<file path="src/rtl/calc_engine_pkg.sv">
// Shared definitions for the matrix calculation engine: default sizes, op codes,
// FSM state encoding and a dimension range helper.
package calc_engine_pkg;

  localparam int MAX_DIM = 5;
  localparam int ELEM_W  = 8;
  localparam int RES_W   = 20;
  localparam int ADDR_W  = 5;
  localparam int DIM_W   = 3;
  localparam int OP_W    = 4;

  typedef enum logic [OP_W-1:0] {
    OP_TRANSPOSE = 4'd0,
    OP_ADD       = 4'd1,
    OP_SCALE     = 4'd2,
    OP_MATMUL    = 4'd3
  } op_e;

  typedef enum logic [2:0] {
    ST_IDLE,
    ST_ISSUE,
    ST_ACC,
    ST_WRITE,
    ST_DONE,
    ST_ERR
  } state_e;

  function automatic logic dim_ok(input logic [DIM_W-1:0] d, input int max_dim);
    return (d != '0) && (int'(d) <= max_dim);
  endfunction

endpackage

</file>
<file path="src/rtl/calc_legal_check.sv">
// Combinational operand legality: dimension ranges and shape compatibility per op.
module calc_legal_check
  import calc_engine_pkg::*;
#(
  parameter int MAX_D = calc_engine_pkg::MAX_DIM
) (
  input  logic [OP_W-1:0]  op_type,
  input  logic [DIM_W-1:0] a_m,
  input  logic [DIM_W-1:0] a_n,
  input  logic [DIM_W-1:0] b_m,
  input  logic [DIM_W-1:0] b_n,
  output logic             legal
);

  logic a_ok;
  logic b_ok;

  assign a_ok = dim_ok(a_m, MAX_D) && dim_ok(a_n, MAX_D);
  assign b_ok = dim_ok(b_m, MAX_D) && dim_ok(b_n, MAX_D);

  // Transpose and scalar multiply never look at B, so its dims are don't-care.
  always_comb begin
    legal = 1'b0;
    case (op_type)
      OP_TRANSPOSE, OP_SCALE: legal = a_ok;
      OP_ADD:                 legal = a_ok && b_ok && (a_m == b_m) && (a_n == b_n);
      OP_MATMUL:              legal = a_ok && b_ok && (a_n == b_m);
      default:                legal = 1'b0;
    endcase
  end

endmodule

</file>
<file path="src/rtl/calc_engine.sv">
// Sequential matrix engine: transpose, add, scalar multiply and matrix multiply
// over row-major operand memories with a 1-cycle read latency.
module calc_engine
  import calc_engine_pkg::*;
#(
  parameter int MAX_DIM = calc_engine_pkg::MAX_DIM,
  parameter int ELEM_W  = calc_engine_pkg::ELEM_W,
  parameter int RES_W   = calc_engine_pkg::RES_W,
  parameter int ADDR_W  = calc_engine_pkg::ADDR_W
) (
  input  logic                     clk,
  input  logic                     rst_n,
  input  logic                     start,
  input  logic [OP_W-1:0]          op_type,
  input  logic [DIM_W-1:0]         a_m,
  input  logic [DIM_W-1:0]         a_n,
  input  logic [DIM_W-1:0]         b_m,
  input  logic [DIM_W-1:0]         b_n,
  input  logic signed [ELEM_W-1:0] scalar,
  output logic                     operand_legal,
  output logic [ADDR_W-1:0]        a_rd_addr,
  output logic [ADDR_W-1:0]        b_rd_addr,
  input  logic signed [ELEM_W-1:0] a_rd_data,
  input  logic signed [ELEM_W-1:0] b_rd_data,
  output logic                     res_wr_en,
  output logic [ADDR_W-1:0]        res_wr_addr,
  output logic signed [RES_W-1:0]  res_wr_data,
  output logic [DIM_W-1:0]         res_m,
  output logic [DIM_W-1:0]         res_n,
  output logic                     busy,
  output logic                     compute_done,
  output logic                     op_error
);

  state_e                    state;
  op_e                       op_q;
  logic [DIM_W-1:0]          a_n_q;
  logic [DIM_W-1:0]          b_n_q;
  logic signed [ELEM_W-1:0]  scalar_q;
  logic [DIM_W-1:0]          i;
  logic [DIM_W-1:0]          j;
  logic [DIM_W-1:0]          k;
  logic signed [RES_W-1:0]   acc;

  logic signed [RES_W-1:0]   a_ext;
  logic signed [RES_W-1:0]   b_ext;
  logic signed [RES_W-1:0]   s_ext;
  logic signed [RES_W-1:0]   term;
  logic signed [RES_W-1:0]   acc_next;
  logic                      j_wrap;
  logic                      last_elem;
  logic [DIM_W-1:0]          i_next;
  logic [DIM_W-1:0]          j_next;

  calc_legal_check #(.MAX_D(MAX_DIM)) u_legal (
    .op_type (op_type),
    .a_m     (a_m),
    .a_n     (a_n),
    .b_m     (b_m),
    .b_n     (b_n),
    .legal   (operand_legal)
  );

  function automatic logic [ADDR_W-1:0] lin(input logic [DIM_W-1:0] r,
                                            input logic [DIM_W-1:0] cols,
                                            input logic [DIM_W-1:0] c);
    return ADDR_W'(r) * ADDR_W'(cols) + ADDR_W'(c);
  endfunction

  function automatic logic [ADDR_W-1:0] a_addr(input op_e op, input logic [DIM_W-1:0] ri,
                                               input logic [DIM_W-1:0] rj, input logic [DIM_W-1:0] rk);
    case (op)
      OP_TRANSPOSE: return lin(rj, a_n_q, ri);
      OP_MATMUL:    return lin(ri, a_n_q, rk);
      default:      return lin(ri, a_n_q, rj);
    endcase
  endfunction

  function automatic logic [ADDR_W-1:0] b_addr(input op_e op, input logic [DIM_W-1:0] ri,
                                               input logic [DIM_W-1:0] rj, input logic [DIM_W-1:0] rk);
    case (op)
      OP_ADD:    return lin(ri, b_n_q, rj);
      OP_MATMUL: return lin(rk, b_n_q, rj);
      default:   return '0;
    endcase
  endfunction

  assign a_ext = {{(RES_W-ELEM_W){a_rd_data[ELEM_W-1]}}, a_rd_data};
  assign b_ext = {{(RES_W-ELEM_W){b_rd_data[ELEM_W-1]}}, b_rd_data};
  assign s_ext = {{(RES_W-ELEM_W){scalar_q[ELEM_W-1]}}, scalar_q};

  always_comb begin
    term = '0;
    case (op_q)
      OP_TRANSPOSE: term = a_ext;
      OP_ADD:       term = a_ext + b_ext;
      OP_SCALE:     term = s_ext * a_ext;
      OP_MATMUL:    term = a_ext * b_ext;
      default:      term = '0;
    endcase
  end

  assign acc_next  = acc + term;
  assign j_wrap    = (j == res_n - 3'd1);
  assign last_elem = j_wrap && (i == res_m - 3'd1);
  assign i_next    = j_wrap ? i + 3'd1 : i;
  assign j_next    = j_wrap ? '0 : j + 3'd1;
  assign busy      = (state != ST_IDLE);

  // The first element of every op reads address 0, so leaving IDLE needs no address update.
  always_ff @(posedge clk or negedge rst_n) begin
    if (!rst_n) begin
      state        <= ST_IDLE;
      op_q         <= OP_TRANSPOSE;
      a_n_q        <= '0;
      b_n_q        <= '0;
      scalar_q     <= '0;
      i            <= '0;
      j            <= '0;
      k            <= '0;
      acc          <= '0;
      a_rd_addr    <= '0;
      b_rd_addr    <= '0;
      res_wr_en    <= 1'b0;
      res_wr_addr  <= '0;
      res_wr_data  <= '0;
      res_m        <= '0;
      res_n        <= '0;
      compute_done <= 1'b0;
      op_error     <= 1'b0;
    end else begin
      res_wr_en    <= 1'b0;
      compute_done <= 1'b0;
      op_error     <= 1'b0;
      case (state)
        ST_IDLE: begin
          if (start && operand_legal) begin
            op_q     <= op_e'(op_type);
            a_n_q    <= a_n;
            b_n_q    <= b_n;
            scalar_q <= scalar;
            i        <= '0;
            j        <= '0;
            k        <= '0;
            acc      <= '0;
            case (op_type)
              OP_TRANSPOSE: begin res_m <= a_n; res_n <= a_m; end
              OP_MATMUL:    begin res_m <= a_m; res_n <= b_n; end
              default:      begin res_m <= a_m; res_n <= a_n; end
            endcase
            state <= ST_ISSUE;
          end else if (start) begin
            op_error <= 1'b1;
            state    <= ST_ERR;
          end
        end
        ST_ISSUE: begin
          a_rd_addr <= '0;
          b_rd_addr <= '0;
          state     <= ST_ACC;
        end
        ST_ACC: begin
          acc <= acc_next;
          if (op_q == OP_MATMUL && k != a_n_q - 3'd1) begin
            k         <= k + 3'd1;
            a_rd_addr <= a_addr(op_q, i, j, k + 3'd1);
            b_rd_addr <= b_addr(op_q, i, j, k + 3'd1);
            state     <= ST_ISSUE;
          end else begin
            res_wr_en   <= 1'b1;
            res_wr_addr <= lin(i, res_n, j);
            res_wr_data <= acc_next;
            state       <= ST_WRITE;
          end
        end
        ST_WRITE: begin
          acc <= '0;
          k   <= '0;
          if (last_elem) begin
            compute_done <= 1'b1;
            state        <= ST_DONE;
          end else begin
            i         <= i_next;
            j         <= j_next;
            a_rd_addr <= a_addr(op_q, i_next, j_next, 3'd0);
            b_rd_addr <= b_addr(op_q, i_next, j_next, 3'd0);
            state     <= ST_ISSUE;
          end
        end
        ST_DONE: state <= ST_IDLE;
        ST_ERR:  state <= ST_IDLE;
        default: state <= ST_IDLE;
      endcase
    end
  end

endmodule

</file>
<file path="config.mk">
export PLATFORM = sky130hd
export DESIGN_NAME = calc_engine
export DESIGN_NICKNAME = d
export VERILOG_FILES = /design/src/rtl/calc_engine_pkg.sv /design/src/rtl/calc_legal_check.sv /design/src/rtl/calc_engine.sv
export SDC_FILE = /design/constraint.sdc
export NUM_CORES = 1
export LEC_CHECK = 0
export ABC_AREA = 1
export BUFFER_PORTS_ARGS = -buffer_cell sky130_fd_sc_hd__clkbuf_2
export CORE_MARGIN = 10
export CORE_UTILIZATION = 65
export CTS_CLUSTER_SIZE = 25
export DETAILED_ROUTE_END_ITERATION = 8
export PLACE_DENSITY = 0.85
export SLEW_MARGIN = 20
export SYNTH_ARGS = -nofsm -noshare
export SYNTH_HDL_FRONTEND = slang
export SYNTH_SLANG_ARGS = --single-unit
</file>
<file path="constraint.sdc">
create_clock -name clk -period 10.7 [get_ports clk]
set_clock_uncertainty 0.2 [all_clocks]
set_input_delay 1.07 -clock clk [delete_from_list [all_inputs] [get_ports clk]]
set_output_delay 1.07 -clock clk [all_outputs]
set_load 0.005 [all_outputs]
</file>
==> impl_metrics.prom, run 1 <==
# TYPE chip_impl_metric gauge
chip_impl_info{name="class_of_the_most_critical_hold_timing_path",value="reg2reg"} 1
chip_impl_metric{name="finalWeightedCongestion",unit=""} 0.944
chip_impl_metric{name="drt-wirelength-per-cell",unit="µm"} 16.1
chip_impl_metric{name="worst_ep_arrival",unit="ns"} 7.31
chip_impl_info{name="crit_slowest_cell",value="fa_1"} 1
chip_impl_metric{name="total_of_hold_buffers_inserted_after_clock_tree_synthesis",unit=""} 0
chip_impl_info{name="worstHoldEndpoint",value="res_wr_addr[2]"} 1
chip_impl_metric{name="insertion_delay",unit="ns"} 0.36
chip_impl_metric{name="synth.cell_area",unit="mm²"} 0.0138
chip_impl_info{name="run_status",value="finished, final reports clean"} 1
chip_impl_metric{name="total_leakage_power",unit="nW"} 9.03
chip_impl_metric{name="portBuffers",unit=""} 88
chip_impl_info{name="hold_start",value="res_wr_addr[2]"} 1
chip_impl_metric{name="slew_headroom",unit=""} 0.454
chip_impl_metric{name="grt_start_max_net_pins",unit=""} 53
chip_impl_metric{name="design.portCount",unit=""} 89
chip_impl_metric{name="drt_first_pass_iters",unit=""} 5
chip_impl_metric{name="synth_sequential_area_ratio",unit=""} 0.171
chip_impl_metric{name="final_layout_size_suffix_gt1_frac",unit=""} 0.0768
chip_impl_metric{name="route.antenna.remaining_nets",unit=""} 0
chip_impl_metric{name="synth.top_cell.area_share",unit=""} 0.198
chip_impl_metric{name="drt-initial-drc-count",unit=""} 912
chip_impl_metric{name="cts.repair.resized",unit=""} 0
chip_impl_metric{name="synth_enable_flop_cells",unit=""} 0
chip_impl_metric{name="netlist-cell-type-count",unit=""} 51
chip_impl_metric{name="hold_path_depth",unit=""} 2
chip_impl_metric{name="post_dp_cell_area",unit="mm²"} 0.0144
chip_impl_metric{name="number_of_global_route_vias_before_repair",unit=""} 13200
chip_impl_info{name="yosys-top-cells-area",value="fa_1 20%, dfrtp_1 17%, nand2_1 16%, ha_1 14%, inv_1 11%"} 1
chip_impl_info{name="crit_path_start_kind",value="input pin"} 1
chip_impl_metric{name="max-vdd-ir-drop",unit="µV"} 229
chip_impl_metric{name="timing.final.max_slew_violations",unit=""} 0
chip_impl_metric{name="cts_htree_levels",unit=""} 3
chip_impl_info{name="crit-reg2reg-launch",value="scalar_q[7]"} 1
chip_impl_metric{name="start_util",unit=""} 0.658
chip_impl_metric{name="clkTransAtPathRegs",unit="ns"} 0.07
chip_impl_metric{name="cts.sink_count",unit=""} 94
chip_impl_metric{name="setup-tns-final",unit="ns"} 0
chip_impl_metric{name="post_synth.cell_area_avg",unit="µm²"} 7.17
chip_impl_info{name="timing.setup.critical_path_class",value="in2reg"} 1
chip_impl_info{name="final_common_cell",value="nand2_1"} 1
chip_impl_info{name="cts_tree",value="built"} 1
chip_impl_metric{name="timing.critical_path.slowest_cell_delay",unit="ns"} 0.55
chip_impl_metric{name="cp.required",unit="ns"} 10.80
chip_impl_metric{name="die_area",unit="mm²"} 0.0274
chip_impl_info{name="rsz0062_at_grt",value="no"} 1
chip_impl_metric{name="chipHeight",unit="µm"} 166
chip_impl_metric{name="routed_wl",unit="µm"} 36300
chip_impl_metric{name="syn_to_final_growth",unit="%"} 6.22
chip_impl_metric{name="core_area",unit="mm²"} 0.0210
chip_impl_info{name="kind_of_cell_adding_the_most_delay_to_the_critical_path",value="adder cells"} 1
chip_impl_metric{name="fin_crit",unit="ns"} 7.20
chip_impl_metric{name="synthesis.nets",unit=""} 2253
chip_impl_info{name="critical_path.most_common_cell",value="nand3_1"} 1
chip_impl_metric{name="worst_r2r_path_depth",unit=""} 26
chip_impl_metric{name="via_count",unit=""} 12500
chip_impl_metric{name="total_cts_buffers",unit=""} 9
chip_impl_info{name="synth_top_flop_cell",value="dfrtp_1"} 1
chip_impl_metric{name="rows",unit=""} 53
chip_impl_metric{name="finalHoldViolCount",unit=""} 0
chip_impl_metric{name="reg2reg_setup_slack",unit="ns"} 4.18
chip_impl_metric{name="fin_nets",unit=""} 2306
chip_impl_metric{name="clock_path_buffers",unit=""} 2
chip_impl_metric{name="power_per_cell_area",unit="mW/mm²"} 294
chip_impl_info{name="mostFrequentLayoutCells",value="580 x nand2_1, 414 x inv_1, 152 x ha_1"} 1
chip_impl_metric{name="die-width",unit="µm"} 166
chip_impl_metric{name="drc_viols",unit=""} 0
chip_impl_metric{name="gate_count_post_synth",unit=""} 1922
chip_impl_metric{name="viasPerCell",unit=""} 5.53
chip_impl_metric{name="yosysWarningCount",unit=""} 0
chip_impl_metric{name="fin_area",unit="mm²"} 0.0146
chip_impl_metric{name="share_of_the_cycle_needed_by_the_critical_path_after_routing",unit=""} 0.673
chip_impl_metric{name="antenna_violations_before_repair",unit=""} 0
chip_impl_metric{name="timing.critical_path.fanout_max",unit=""} 12
chip_impl_info{name="r2r_end",value="acc[17]"} 1
chip_impl_metric{name="postCtsSetupBuffers",unit=""} 0
chip_impl_metric{name="first_pass_grt_wire_length",unit="µm"} 62200
chip_impl_info{name="timing.critical_path.from",value="a_rd_data[7]"} 1
chip_impl_metric{name="async_flop_share",unit=""} 1.00
chip_impl_metric{name="hpwlAfterDp",unit="µm"} 29700
chip_impl_info{name="clockRootBuffer",value="clkbuf_16"} 1
chip_impl_metric{name="antennaDiodeCount",unit=""} 0
chip_impl_metric{name="ys_seq_elements",unit=""} 94
chip_impl_info{name="synth_top_area_cell",value="fa_1"} 1
chip_impl_metric{name="tightestPinTransition",unit="ns"} 0.817
chip_impl_metric{name="report.final.setup_viol",unit=""} 0
chip_impl_metric{name="achievable-frequency",unit="GHz"} 0.139
chip_impl_metric{name="groute.usage.overall",unit=""} 0.268
chip_impl_metric{name="grt_overflow_total",unit=""} 0
chip_impl_info{name="timing.critical_path.to_type",value="flip-flop"} 1
chip_impl_metric{name="timing.max_cap.violations",unit=""} 0
chip_impl_metric{name="worst-path-buf-inv",unit=""} 5
-- routing by layer --
metal | routed length (µm) | global-route usage | up-vias
met5 | 0 | 0 | -
met4 | 1750 | 0.137 | 0
met3 | 2250 | 0.0386 | 116
met2 | 18300 | 0.477 | 453
met1 | 14000 | 0.306 | 5959
li1 | - | - | 5942
-- registers in the layout, indices dropped and copies added, names as in the netlist --
signal / count
acc: 20
compute_done: 1
res_wr_addr: 5
op_error: 1
res_n: 3
state: 3
i: 3
a_n_q: 3
j: 3
a_rd_addr: 5
scalar_q: 8
op_q: 4
k: 3
b_rd_addr: 5
res_m: 3
res_wr_en: 1
b_n_q: 3
res_wr_data: 20
-- report_power, final --
group / total (W) / internal (W) / switching [W]
clock network: 0.000323 / 0.000167 / 0.000156
registers: 0.000689 / 0.000486 / 0.000203
logic: 0.00329 / 0.00123 / 0.00206
-- logic make-up after synthesis --
kind of cell / after synthesis / synth area share
fa+ha+maj: 288 / 0.336
flops: 94 / 0.171
compound gates: 196 / 0.0805
buf+inv: 480 / 0.135
xor+xnor: 58 / 0.0374
simple gates: 806 / 0.241
-- area by class of cell --
class                      count  area (µm²)
fill                        1776        6320
inverter                     430        1620
clock inverter                 5        42.5
multi-input combinational   1348        9570
clock buffer                  11         243
sequential                    94        2350
timing repair buffer          92         473
tap                          275         344
-- through the flow --
stage / utilization / hold WS [ns] / power, W / instances / setup WS, ns
6_report: 0.699 / 0.284 / 0.00431 / 2255 / 3.50
5_1_grt: 0.699 / 0.304 / 0.00486 / 2255 / 3.04
4_1_cts: 0.699 / 0.284 / 0.00429 / 2255 / 3.56
3_5_place_dp: 0.685 / 0.265 / 0.00394 / 2239 / 3.23
3_3_place_gp: 0.685 / 0.261 / 0.00380 / 2239 / 3.42
2_1_floorplan: - / 0.248 / 0.00309 / 1922 / 3.98
-- cell usage after synthesis, types with 14 or more instances --
| cell type | number |
|---|---|
| nand4_1 | 15 |
| ha_1 | 152 |
| nor2_1 | 98 |
| dfrtp_1 | 94 |
| nand3_1 | 67 |
| a21oi_1 | 64 |
| o21ai_0 | 67 |
| inv_1 | 414 |
| o21ai_1 | 14 |
| clkbuf_1 | 29 |
| buf_2 | 16 |
| nand2_1 | 580 |
| xnor2_1 | 27 |
| xor2_1 | 30 |
| fa_1 | 136 |
-- worst register-to-register path: stages, from the launching register on --
cell and delay (ns):
dfrtp_1 0.48, nand2_1 0.16, inv_1 0.10, fa_1 0.59, inv_1 0.16, fa_1 0.56, inv_1 0.06, fa_1 0.55
inv_1 0.06, fa_1 0.53, inv_1 0.04, ha_1 0.35, nand2_1 0.10, nor2_1 0.14, nand3_1 0.09, nand3_1 0.12
nand3_1 0.10, nand3_1 0.18, nand3_1 0.25, ha_1 0.50, nand2_1 0.15, nor4_1 0.33, nand4_1 0.16, nand3_1 0.14
xor2_1 0.20, nand2_1 0.07, nand2_1 0.09
-- worst max path at each step --
stage	endpoint	slack, ns	depth (start not counted)
after floorplan	acc[17]	3.98	30
after CTS	acc[17]	3.56	29
after global placement	res_wr_data[14]	3.42	29
final	acc[17]	3.50	26
after global routing	acc[17]	3.04	29
after detailed placement	acc[17]	3.23	29
Note: power is estimated with default switching activity, not from simulation.
==> run 2, diff against run 1 <==
--- a/config.mk
+++ b/config.mk
@@ -5,13 +5,13 @@
 export SDC_FILE = /design/constraint.sdc
 export NUM_CORES = 1
 export LEC_CHECK = 0
-export ABC_AREA = 1
+export ABC_AREA = 0
 export BUFFER_PORTS_ARGS = -buffer_cell sky130_fd_sc_hd__clkbuf_2
 export CORE_MARGIN = 10
-export CORE_UTILIZATION = 65
+export CORE_UTILIZATION = 57
 export CTS_CLUSTER_SIZE = 25
 export DETAILED_ROUTE_END_ITERATION = 8
-export PLACE_DENSITY = 0.85
+export PLACE_DENSITY = 0.79
 export SLEW_MARGIN = 20
 export SYNTH_ARGS = -nofsm -noshare
 export SYNTH_HDL_FRONTEND = slang
==> constraint.sdc (replaced) <==
create_clock -name clk -period 6.1 [get_ports clk]
set_clock_uncertainty 0.2 [all_clocks]
set_input_delay 0.61 -clock clk [delete_from_list [all_inputs] [get_ports clk]]
set_output_delay 0.61 -clock clk [all_outputs]
set_load 0.005 [all_outputs]
==> run 2 against run 1 <==
Effect of this change: the run now ends with negative setup slack left; die area is 6.5% higher; routed wire length is 0.81% lower; synthesized cell count is 24% lower; area after synthesis is 5.8% lower; critical endpoint is now acc[19]; largest cell class unchanged; highest routed layer unchanged.
==> impl_metrics.prom, run 2 <==
# TYPE chip_impl_metric gauge
chip_impl_metric{name="total_leakage_power",unit="nW"} 8.24
chip_impl_metric{name="viasPerCell",unit=""} 5.73
chip_impl_metric{name="hpwlAfterDp",unit="µm"} 27700
chip_impl_info{name="mostFrequentLayoutCells",value="224 x inv_1, 161 x buf_4, 155 x nand2_1"} 1
chip_impl_metric{name="die_area",unit="mm²"} 0.0292
chip_impl_metric{name="start_util",unit=""} 0.577
chip_impl_info{name="yosysMostFrequentCell",value="inv_1"} 1
chip_impl_metric{name="achievable-frequency",unit="GHz"} 0.152
chip_impl_metric{name="max-vdd-ir-drop",unit="µV"} 381
chip_impl_metric{name="chipHeight",unit="µm"} 171
chip_impl_info{name="synth_top_flop_cell",value="dfrtp_1"} 1
chip_impl_metric{name="post_synth.cell_area_avg",unit="µm²"} 8.90
chip_impl_metric{name="fin_nets",unit=""} 2005
chip_impl_metric{name="rows",unit=""} 55
chip_impl_metric{name="worst_ep_arrival",unit="ns"} 6.64
chip_impl_metric{name="swShare",unit=""} 0.485
chip_impl_metric{name="ys_seq_elements",unit=""} 94
chip_impl_metric{name="grt_overflow_total",unit=""} 0
chip_impl_metric{name="timing.max_cap.violations",unit=""} 0
chip_impl_info{name="reg.largest.list",value="acc x20, res_wr_data x20, scalar_q x8"} 1
chip_impl_metric{name="setup-tns-final",unit="ns"} -2.16
chip_impl_metric{name="hold_slack",unit="ns"} 0.272
chip_impl_metric{name="number_of_global_route_vias_before_repair",unit=""} 11900
chip_impl_metric{name="cp.required",unit="ns"} 6.15
chip_impl_metric{name="dp_slack",unit="ns"} -0.971
chip_impl_metric{name="routed_wl",unit="µm"} 36000
chip_impl_info{name="crit_path_start_kind",value="flip-flop"} 1
chip_impl_metric{name="die-width",unit="µm"} 171
chip_impl_metric{name="portBuffers",unit=""} 88
chip_impl_metric{name="power.internal",unit="W"} 0.00509
chip_impl_metric{name="async_flop_share",unit=""} 1.00
chip_impl_metric{name="timing.final.max_slew_violations",unit=""} 0
chip_impl_metric{name="drc_viols",unit=""} 0
chip_impl_info{name="synth_top_area_cell",value="fa_1"} 1
chip_impl_metric{name="design.portCount",unit=""} 89
chip_impl_metric{name="cts_htree_levels",unit=""} 3
chip_impl_info{name="top_cell_types_by_occurrence_after_synthesis",value="234 x inv_1, 158 x nand2_1, 152 x ha_1"} 1
chip_impl_metric{name="cts.sink_count",unit=""} 94
chip_impl_metric{name="design_power_total",unit="W"} 0.00988
chip_impl_metric{name="total_area_of_multi_input_combinational_cells",unit="mm²"} 0.0101
chip_impl_metric{name="finalWeightedCongestion",unit=""} 0.959
chip_impl_info{name="final_common_cell",value="inv_1"} 1
chip_impl_metric{name="insertion_delay",unit="ns"} 0.37
chip_impl_metric{name="grt_start_max_net_pins",unit=""} 63
chip_impl_metric{name="clkTransAtPathRegs",unit="ns"} 0.08
chip_impl_metric{name="via_count",unit=""} 11200
chip_impl_info{name="rsz0062_at_grt",value="yes"} 1
chip_impl_metric{name="final_layout_size_suffix_gt1_frac",unit=""} 0.238
chip_impl_metric{name="timing.critical_path.fanout_max",unit=""} 3
chip_impl_metric{name="fin_area",unit="mm²"} 0.0158
chip_impl_info{name="clockRootBuffer",value="clkbuf_16"} 1
chip_impl_info{name="class_of_the_most_critical_hold_timing_path",value="in2reg"} 1
chip_impl_metric{name="regArea",unit="mm²"} 0.00236
chip_impl_info{name="timing.setup.critical_path_class",value="reg2reg"} 1
chip_impl_metric{name="finalHoldViolCount",unit=""} 0
chip_impl_metric{name="synthesis.nets",unit=""} 1789
chip_impl_metric{name="synth_sequential_area_ratio",unit=""} 0.181
chip_impl_metric{name="drt_first_pass_iters",unit=""} 5
chip_impl_metric{name="clock_path_buffers",unit=""} 2
chip_impl_metric{name="gate_count_post_synth",unit=""} 1458
chip_impl_info{name="busiest_layer",value="met2"} 1
chip_impl_metric{name="synth.cell_area",unit="mm²"} 0.0130
chip_impl_metric{name="filler_cell_count",unit=""} 1608
chip_impl_metric{name="drt-initial-drc-count",unit=""} 935
chip_impl_metric{name="slew_headroom",unit=""} 0.386
chip_impl_metric{name="power.clock.fraction",unit=""} 0.060
chip_impl_metric{name="use_met1",unit=""} 0.307
chip_impl_metric{name="core_area",unit="mm²"} 0.0225
chip_impl_metric{name="grtUsageMet2",unit=""} 0.435
chip_impl_metric{name="power_per_cell_area",unit="mW/mm²"} 625
chip_impl_metric{name="report.final.setup_viol",unit=""} 8
chip_impl_info{name="run_status",value="complete, but fails checks"} 1
chip_impl_info{name="timing.critical_path.to_type",value="flip-flop"} 1
chip_impl_metric{name="antennaDiodeCount",unit=""} 0
chip_impl_metric{name="share_of_the_cycle_needed_by_the_critical_path_after_routing",unit=""} 1.08
chip_impl_metric{name="first_pass_grt_wire_length",unit="µm"} 58900
chip_impl_metric{name="share_seq_of_total_power",unit=""} 0.115
chip_impl_metric{name="fin_ws",unit="ns"} -0.490
chip_impl_metric{name="syn_to_final_growth",unit="%"} 21.9
chip_impl_metric{name="synth.top_cell.area_share",unit=""} 0.210
chip_impl_metric{name="post_dp_cell_area",unit="mm²"} 0.0149
chip_impl_info{name="yosys-top-cells-area",value="fa_1 21%, dfrtp_1 18%, ha_1 15%, inv_1 6.8%, and2_1 5.0%"} 1
chip_impl_metric{name="met3_usage",unit=""} 0.0313
chip_impl_metric{name="netlist-cell-type-count",unit=""} 63
chip_impl_metric{name="synth_enable_flop_cells",unit=""} 0
chip_impl_metric{name="total_cts_buffers",unit=""} 9
chip_impl_metric{name="switching_power",unit="W"} 0.00479
chip_impl_info{name="cts_tree",value="built"} 1
chip_impl_metric{name="comb_power_share",unit=""} 0.825
chip_impl_metric{name="fin_crit",unit="ns"} 6.59
chip_impl_metric{name="route.antenna.remaining_nets",unit=""} 0
chip_impl_metric{name="antenna_violations_before_repair",unit=""} 0
chip_impl_metric{name="drt-wirelength-per-cell",unit="µm"} 18.4
chip_impl_metric{name="yosysWarningCount",unit=""} 0
chip_impl_metric{name="groute.usage.overall",unit=""} 0.250
chip_impl_info{name="violations_in_the_final_reports",value="negative setup slack"} 1
chip_impl_metric{name="tightestPinTransition",unit="ns"} 0.921
## run 2: cell count changes after synthesis, sizes merged, moves of 13 or more
cell,delta
a21o,+13
nor2,-47
mux2,+16
nand4,-14
nand3,-58
inv,-192
xnor2,+45
nand2b,+14
mux2i,+13
o21ai,-24
a22o,+15
and2,+102
nand2,-426
## run 2: critical path: stages (launching register included)
cell	delay (ns)
dfrtp_1	0.43
buf_6	0.15
and2_4	0.15
fa_1	0.53
fa_1	0.44
fa_1	0.49
inv_1	0.05
fa_1	0.54
inv_2	0.06
ha_4	0.17
or3_4	0.39
o211ai_1	0.29
nand2b_1	0.12
a211oi_2	0.23
nor3_2	0.06
a211o_1	0.30
ha_4	0.17
or3_4	0.33
o211ai_1	0.20
a31oi_1	0.10
o41a_1	0.51
a31oi_4	0.20
or3_4	0.17
a21oi_2	0.06
a2bb2oi_2	0.15
## run 2: timing repair
action,in CTS,in global routing
pin swaps,46,55
hold buffers,1,0
gates resized for setup,62,52
cloned,0,0
setup endpoints to repair,14,19
setup buffers,13,9
endpoints found under the hold margin,13,0
## run 2: worst paths after layout
path / slack (ns) / end / cells past startpoint / startpoint
worst max-delay path: -0.49 / acc[19] / 24 / scalar_q[3]
worst min-delay path: 0.27 / scalar_q[5] / 2 / scalar[5]
worst max register to register: -0.49 / acc[19] / 24 / scalar_q[3]
worst min register to register: 0.28 / res_wr_addr[3] / 2 / res_wr_addr[3]
max in group asynchronous: 4.00 / res_n[2] / 3 / rst_n
min in group asynchronous: 0.51 / res_wr_en / 2 / rst_n
## run 2: logic make-up (layout without fill, tap and decap cells)
family,after synthesis,in the layout,synth area share
and+or+nand+nor,396,396,0.149
adders and majority gates,288,288,0.356
buffers and inverters,287,508,0.0850
AOI/OAI and AO/OA,261,261,0.133
xor gates and xnor gates,103,103,0.0716
DFF,94,94,0.181
muxes,29,29,0.0239
## run 2: per-stage QoR
step,utilization,instances
after floorplan,-,1458
after global placement,0.663,1930
after detailed placement,0.663,1930
after CTS,0.689,1956
after global routing,0.703,1964
final,0.703,1964
## run 2: cell type report
| cell class | count | share of cell area |
|---|---|---|
| tap | 285 | 0.0225 |
| multi-input combinational | 1077 | 0.641 |
| timing repair buffer | 255 | 0.112 |
| clock buffer | 9 | 0.0142 |
| clock inverter | 7 | 0.00459 |
| inverter | 237 | 0.0565 |
| sequential | 94 | 0.149 |
## run 2: power by group through the flow
stage | Combinational (W) | Clock [W] | Sequential [W]
after CTS | 0.00749 | 0.000595 | 0.00113
after detailed placement | 0.00694 | 0 | 0.00113
after global routing | 0.00899 | 0.000621 | 0.00117
after floorplan | 0.00462 | 0 | 0.00103
final | 0.00816 | 0.000589 | 0.00114
after global placement | 0.00673 | 0 | 0.00112
## run 2: routing by layer
layer  wire length (µm)  vias to the layer above
met3               1720                       97
met4               1390                        0
met2              18200                      371
li1                   -                     5189
met1              14800                     5587
met5                  0                        -
